===== src/rtl/fft_iter_agu.sv =====
// fft_iter_agu: address generator and stage sequencer for an in-place
// radix-2 DIT iterative FFT.
//   Sequence: IDLE -> RUN -> DRAIN -> (RUN, next stage | DONE) -> IDLE.
//   RUN issues one butterfly per cycle. DRAIN waits BUT_LAT cycles so that
//   the write-backs of stage s land before stage s+1 reads.
// Ports:
//   CLK, RST (async active-low), EN (clock enable; freezes everything)
//   START, i_LOG2N, i_INV   : start request, log2 size and inverse flag (latched)
//   o_RD_A/B_ADDR, o_RD_VALID : butterfly read addresses
//   o_W_ADDR, o_W_CONJ      : twiddle ROM index and conjugate flag
//   o_WR_A/B_ADDR, o_WR_EN  : read addresses delayed by BUT_LAT EN-cycles
//   o_STAGE, o_BUSY, o_DONE : stage index, RAM block flag, completion pulse
// Optional build macro FFT_AGU_BITREV_LOAD_EN adds a LOAD state before RUN.
// In LOAD, input samples are written at bit-reversed addresses
// (i_IN_VALID in, o_LD_ADDR / o_LD_WE out).
module fft_iter_agu #(
  parameter int AWL     = 8,
  parameter int BUT_LAT = 4
) (
  input  logic                     CLK,
  input  logic                     RST,
  input  logic                     EN,
  input  logic                     START,
  input  logic [$clog2(AWL+1)-1:0] i_LOG2N,
  input  logic                     i_INV,
`ifdef FFT_AGU_BITREV_LOAD_EN
  input  logic                     i_IN_VALID,
  output logic [AWL-1:0]           o_LD_ADDR,
  output logic                     o_LD_WE,
`endif
  output logic [AWL-1:0]           o_RD_A_ADDR,
  output logic [AWL-1:0]           o_RD_B_ADDR,
  output logic                     o_RD_VALID,
  output logic [AWL-2:0]           o_W_ADDR,
  output logic                     o_W_CONJ,
  output logic [AWL-1:0]           o_WR_A_ADDR,
  output logic [AWL-1:0]           o_WR_B_ADDR,
  output logic                     o_WR_EN,
  output logic [$clog2(AWL)-1:0]   o_STAGE,
  output logic                     o_BUSY,
  output logic                     o_DONE
);
  localparam int LW = $clog2(AWL+1);
  localparam int SW = $clog2(AWL);
  localparam int CW = $clog2(BUT_LAT+1);
  localparam int DW = 2*AWL + 1;

  typedef enum logic [2:0] {
    S_IDLE,
`ifdef FFT_AGU_BITREV_LOAD_EN
    S_LOAD,
`endif
    S_RUN,
    S_DRAIN,
    S_DONE
  } state_e;

  state_e                      state_q, state_d;
  logic [LW-1:0]               l_q, l_d, l_start;
  logic [SW-1:0]               s_q, s_d;
  logic [AWL-2:0]              j_q, j_d;
  logic [CW-1:0]               cnt_q, cnt_d;
  logic                        inv_q, inv_d;
  logic [AWL-1:0]              rd_a_q, rd_a_d, rd_b_q, rd_b_d;
  logic [AWL-2:0]              w_q, w_d;
  logic                        rd_valid_q, rd_valid_d;
  logic                        busy_q, busy_d, done_q, done_d;
  logic [BUT_LAT-1:0][DW-1:0]  dl_q, dl_d;
  logic [AWL-1:0]              half, jx, pos, a_calc;
  logic [AWL-2:0]              w_calc;
  logic                        j_last, cnt_last, s_last;
`ifdef FFT_AGU_BITREV_LOAD_EN
  logic [AWL-1:0]              k_q, k_d, br;
  logic [AWL-1:0]              ld_addr_q, ld_addr_d;
  logic                        ld_we_q, ld_we_d;
  logic                        k_last;
`endif

  always_comb begin
    // Size clamped to 1..AWL
    l_start = i_LOG2N;
    if (i_LOG2N == '0)             l_start = LW'(1);
    else if (int'(i_LOG2N) > AWL)  l_start = LW'(AWL);

    j_last   = (j_q == (AWL-1)'(((32'd1 << l_q) >> 1) - 32'd1));
    cnt_last = (cnt_q == CW'(BUT_LAT-1));
    s_last   = ((int'(s_q) + 1) >= int'(l_q));

    state_d = state_q;
    l_d     = l_q;
    s_d     = s_q;
    j_d     = j_q;
    cnt_d   = cnt_q;
    inv_d   = inv_q;
`ifdef FFT_AGU_BITREV_LOAD_EN
    k_d       = k_q;
    ld_addr_d = ld_addr_q;
    ld_we_d   = 1'b0;
    k_last    = (k_q == AWL'((32'd1 << l_q) - 32'd1));
    // Bit-reverse of the sample count over the low l_q bits
    br = '0;
    for (int i = 0; i < AWL; i++)
      if (i < int'(l_q)) br[int'(l_q)-1-i] = k_q[i];
`endif

    case (state_q)
      S_IDLE: if (START) begin
        l_d   = l_start;
        inv_d = i_INV;
        s_d   = '0;
        j_d   = '0;
        cnt_d = '0;
`ifdef FFT_AGU_BITREV_LOAD_EN
        k_d     = '0;
        state_d = S_LOAD;
`else
        state_d = S_RUN;
`endif
      end
`ifdef FFT_AGU_BITREV_LOAD_EN
      S_LOAD: if (i_IN_VALID) begin
        ld_we_d   = 1'b1;
        ld_addr_d = br;
        if (k_last) state_d = S_RUN;
        else        k_d     = k_q + AWL'(1);
      end
`endif
      S_RUN: begin
        if (j_last) begin
          state_d = S_DRAIN;
          cnt_d   = '0;
        end else begin
          j_d = j_q + (AWL-1)'(1);
        end
      end
      S_DRAIN: begin
        if (cnt_last) begin
          if (s_last) begin
            state_d = S_DONE;
          end else begin
            state_d = S_RUN;
            s_d     = s_q + SW'(1);
            j_d     = '0;
          end
        end else begin
          cnt_d = cnt_q + CW'(1);
        end
      end
      S_DONE:  state_d = S_IDLE;
      default: state_d = S_IDLE;
    endcase

    // Addresses for the next cycle: insert a 0 at bit s of j to get A
    half   = AWL'(1) << s_d;
    jx     = AWL'(j_d);
    pos    = jx & (half - AWL'(1));
    a_calc = ((jx >> s_d) << (32'(s_d) + 32'd1)) | pos;
    w_calc = (AWL-1)'(pos << (AWL - 1 - int'(s_d)));

    rd_valid_d = (state_d == S_RUN);
    rd_a_d     = rd_valid_d ? a_calc : '0;
    rd_b_d     = rd_valid_d ? (a_calc | half) : '0;
    w_d        = rd_valid_d ? w_calc : '0;
    busy_d     = (state_d != S_IDLE);
    done_d     = (state_d == S_DONE);

    dl_d[0] = {rd_a_q, rd_b_q, rd_valid_q};
    for (int i = 1; i < BUT_LAT; i++) dl_d[i] = dl_q[i-1];
  end

  always_ff @(posedge CLK or negedge RST) begin
    if (!RST) begin
      state_q    <= S_IDLE;
      l_q        <= '0;
      s_q        <= '0;
      j_q        <= '0;
      cnt_q      <= '0;
      inv_q      <= 1'b0;
      rd_a_q     <= '0;
      rd_b_q     <= '0;
      w_q        <= '0;
      rd_valid_q <= 1'b0;
      busy_q     <= 1'b0;
      done_q     <= 1'b0;
      dl_q       <= '0;
`ifdef FFT_AGU_BITREV_LOAD_EN
      k_q        <= '0;
      ld_addr_q  <= '0;
      ld_we_q    <= 1'b0;
`endif
    end else if (EN) begin
      state_q    <= state_d;
      l_q        <= l_d;
      s_q        <= s_d;
      j_q        <= j_d;
      cnt_q      <= cnt_d;
      inv_q      <= inv_d;
      rd_a_q     <= rd_a_d;
      rd_b_q     <= rd_b_d;
      w_q        <= w_d;
      rd_valid_q <= rd_valid_d;
      busy_q     <= busy_d;
      done_q     <= done_d;
      dl_q       <= dl_d;
`ifdef FFT_AGU_BITREV_LOAD_EN
      k_q        <= k_d;
      ld_addr_q  <= ld_addr_d;
      ld_we_q    <= ld_we_d;
`endif
    end
  end

  assign o_RD_A_ADDR = rd_a_q;
  assign o_RD_B_ADDR = rd_b_q;
  assign o_RD_VALID  = rd_valid_q;
  assign o_W_ADDR    = w_q;
  assign o_W_CONJ    = inv_q;
  assign o_WR_A_ADDR = dl_q[BUT_LAT-1][DW-1 -: AWL];
  assign o_WR_B_ADDR = dl_q[BUT_LAT-1][AWL:1];
  assign o_WR_EN     = dl_q[BUT_LAT-1][0];
  assign o_STAGE     = s_q;
  assign o_BUSY      = busy_q;
  assign o_DONE      = done_q;
`ifdef FFT_AGU_BITREV_LOAD_EN
  assign o_LD_ADDR   = ld_addr_q;
  assign o_LD_WE     = ld_we_q;
`endif
endmodule


===== config.mk =====
export PLATFORM = sky130hd
export DESIGN_NAME = fft_iter_agu
export DESIGN_NICKNAME = d
export VERILOG_FILES = /design/src/rtl/fft_iter_agu.sv
export SDC_FILE = /design/constraint.sdc
export NUM_CORES = 1
export LEC_CHECK = 0
export ABC_AREA = 0
export BUFFER_PORTS_ARGS = -buffer_cell sky130_fd_sc_hd__clkbuf_2
export CORE_MARGIN = 3
export CORE_UTILIZATION = 50
export CTS_CLUSTER_DIAMETER = 100
export DETAILED_ROUTE_END_ITERATION = 8
export MAX_ROUTING_LAYER = met4
export PLACE_DENSITY_LB_ADDON = 0.2
export SETUP_SLACK_MARGIN = 0.15
export SLEW_MARGIN = 20
export SYNTH_ARGS = -nofsm -noshare
export SYNTH_HDL_FRONTEND = slang
export SYNTH_SLANG_ARGS = --single-unit

===== constraint.sdc =====
create_clock -name CLK -period 4.05 [get_ports CLK]
set_input_delay 1.0125 -clock CLK [delete_from_list [all_inputs] [get_ports CLK]]
set_output_delay 1.0125 -clock CLK [all_outputs]
set_load 0.005 [all_outputs]

==> metrics.txt <==
hold path start o_W_ADDR[3]$_DFFE_PN0P_; unrepaired setup endpoints after global routing yes; Main synth FF type dfrtp_1; share of layout cells above drive strength 1 0.348; cell area power density 697 nW/µm²; synthesized instance count 600; gr usage total 0.243; Hold Crit Endpoint o_W_ADDR[3]$_DFFE_PN0P_; Slowest-stage cell, CP or4b_4; most used cell, CP a21oi_2; Max IR drop VDD 0.394 mV; area fraction of the dominant cell type after synthesis 0.466; CP required 4.39 ns; CP max FO 5; # setup viols final 0; routing usage on met3 0.0555; Seq/Total Area, Yosys 0.466; chip height 117 µm; Worst Slack Setup Final 0.195 ns; total gr overflow 0; TritonCTS Buffers 17; Hold Crit Depth 1; Cell Rows 39; Net Count, Synth 625; Final Slew Violations 0; Yosys top cell by area dfrtp_1; fin cells 850; routed length per placed instance 18.3 µm; Starting Density 0.525; Routability Congestion 0.974; TritonCTS clock tree built; Leak Pwr 3.45 nW; Syn-to-layout area delta 21.2%; CTS Buffer Depth 2; residual DRC count 0; ranking of synthesized cells by area dfrtp_1 (47%), mux2_2 (13%), nand2_1 (3.8%), nor2_1 (3.5%), ha_1 (3.2%); max-cap viol count 0; number of synthesized flops with an enable pin 0; R2R Setup Slk 0.19 ns; Mapped Area 6170 µm²; Clk Latency, worst-skew pair 0.41 ns; final core utilization 0.636; Hold Path Class register to register; outcome finished, final reports clean; ant diodes 0; Avg Synthesized Cell Area 10.3 µm²; crit path capture type register; Crit Path Category register to register; fraction of registers with async set/reset 1.00; I/O Pins 56; min Tclk post-route 3.86 ns; DR vias/cell 5.80; Least-Margin Pin Slew 0.662 ns; core footprint 11800 µm²; pre-CTS setup slack 0.0724 ns; number of H-tree levels 4; GR Util met1 0.319; Ys Warns 0; CP arrival 4.20 ns; initial drt markers 438; worst r2r dst o_RD_B_ADDR[2]$_DFFE_PN0P_; Cell variety after synth 72; Hold Vio Cnt, Final 0; slew margin rel. 0.559; crit path cell chain nor2_4, nand3b_1, ha_4, or4b_4, a21oi_2, o21ai_2, a2111oi_4, buf_6, buf_4, a21oi_2, o211a_1, mux2_4, o221a_1, nor3b_2, nor2_1, o2bb2ai_2; nets@finish 699; pin count of the biggest net entering global routing 83; global-route wire length before repair 24400 µm; Crit path largest cell delay 0.49 ns; vias in the first global route 4612; die footprint 13700 µm²; skew final 0.00749 ns; flops & latches, synth 115; Placed Cells incl. Taps 804; reg2reg path depth 16; aggregate routed wire length 15600 µm; fmax 0.259 GHz; total power 5.21 mW; clk sinks 115; Die X 117 µm; DRT antenna net count 0; Pre-antenna DRT Iters 5; initial antenna violation count 0; vias after detailed routing 4929; Final Cycle Share 0.952; GRT Max-Usage Layer met2; setup TNS 0 ns; CTS root buffer clkbuf_16; Clock Pin Slew Worst Setup and Hold Paths 0.05 ns; Worst R2R Start l_q[3]$_DFFE_PN0P_; crit start category register; PortBufs 55; M2 GR Usage 0.378; DP HPWL 11100 µm
## metrics by stage
| step | hold WS [ns] | cell area [µm²] |
|---|---|---|
| after floorplan | 0.457 | 6200 |
| after global placement | 0.467 | 6680 |
| after detailed placement | 0.476 | 6680 |
| after CTS | 0.489 | 7290 |
| after global routing | 0.517 | 7480 |
| final | 0.482 | 7480 |
## logic make-up after synthesis
group	after synthesis	share of synthesized area
buffers and inverters	64	0.0517
DFF	115	0.466
adders and majority gates	16	0.0324
xor gates and xnor gates	8	0.0114
AOI/OAI and AO/OA	134	0.159
muxes	76	0.140
and+or+nand+nor	187	0.139
## repair_timing
action,CTS,global route
setup buffers,0,14
cloned,0,1
pin swaps,0,13
gates resized for setup,4,24
setup endpoints to repair,8,21
hold buffers,0,0
## power by group
part	switching, mW	internal (mW)
Sequential	0.329	1.59
Combinational	0.950	0.890
Clock	0.505	0.952
Total	1.78	3.43
## critical path, delay by kind of cell, from the launching register on
family	cells	cell delay (ns)
adder cells (fa/ha/maj)	1	0.21
flip-flops	1	0.42
buffers and inverters	2	0.29
AND/OR/NAND/NOR	5	1.19
multiplexers	1	0.30
AO/OA/AOI/OAI	7	1.37
## how the worst max path moves through the flow
| stage | startpoint | slack, ns | depth (start not counted) | end |
|---|---|---|---|---|
| global route | l_q[3]$_DFFE_PN0P_ | 0.01 | 14 | o_RD_A_ADDR[2]$_DFFE_PN0P_ |
| finish | l_q[3]$_DFFE_PN0P_ | 0.19 | 16 | o_RD_B_ADDR[2]$_DFFE_PN0P_ |
| global placement | l_q[1]$_DFFE_PN0P_ | 0.21 | 15 | o_RD_A_ADDR[5]$_DFFE_PN0P_ |
| floorplan | o_STAGE[0]$_DFFE_PN0P_ | 0.17 | 17 | o_RD_A_ADDR[6]$_DFFE_PN0P_ |
| CTS | l_q[3]$_DFFE_PN0P_ | 0.16 | 15 | o_RD_B_ADDR[3]$_DFFE_PN0P_ |
| detailed placement | l_q[3]$_DFFE_PN0P_ | 0.07 | 15 | o_RD_A_ADDR[5]$_DFFE_PN0P_ |
## Yosys cell counts (7+ instances only)
cell	count
buf_4	18
inv_1	15
o211ai_1	8
and3_1	7
o21ai_0	24
dfrtp_1	115
nand2_1	62
mux2_2	71
nand2b_1	7
xnor2_1	7
a21oi_1	25
nand3_1	19
a31oi_1	7
ha_1	16
nor2_1	58
nor3_1	10
clkbuf_1	22
a22oi_1	8
## final cells by class
cell class / count / area (µm²)
inverters: 17 / 63.8
flip-flops and latches: 115 / 2880
multi-input cells: 421 / 3090
fillers: 952 / 4280
repair buffers: 102 / 651
well taps: 164 / 205
clock inverters: 7 / 71.3
clock buffers: 24 / 522
## routing by layer
metal  routed length, µm  part of all wire
met2                7540              0.48
met4                 269             0.017
met5                   0                 0
met1                6900              0.44
met3                 839             0.054
## layout by cell type, fill, tap and decap left out, types with 4 or more instances in the layout
master | synthesis | routed
a22oi_1 | 8 | 8
or3_1 | 6 | 6
buf_4 | 18 | 45
clkbuf_2 | 0 | 53
nand2b_1 | 7 | 7
mux2_2 | 71 | 70
inv_1 | 15 | 15
nand2_1 | 62 | 60
a31oi_1 | 7 | 6
o21ai_0 | 24 | 22
nand3_1 | 19 | 18
nor3_1 | 10 | 10
nor2_1 | 58 | 55
dfrtp_1 | 115 | 112
o2bb2ai_1 | 5 | 5
and3_1 | 7 | 7
clkbuf_16 | 0 | 17
a21oi_2 | 2 | 4
xnor2_1 | 7 | 7
a21o_1 | 4 | 4
ha_1 | 16 | 15
a21oi_1 | 25 | 23
clkbuf_8 | 0 | 7
o21a_1 | 4 | 4
o211ai_1 | 8 | 8
## flip-flops by register name, summed over array words and instances, names as in the netlist
signal,cells
o_WR_B_ADDR,8
cnt_q,3
o_RD_VALID,1
o_DONE,1
o_W_CONJ,1
o_RD_B_ADDR,8
dl_d,51
o_WR_A_ADDR,8
j_q,7
l_q,4
o_W_ADDR,7
state_q,3
o_RD_A_ADDR,8
o_WR_EN,1
o_BUSY,1
o_STAGE,3
No activity file was read; power rests on OpenSTA's default activity.
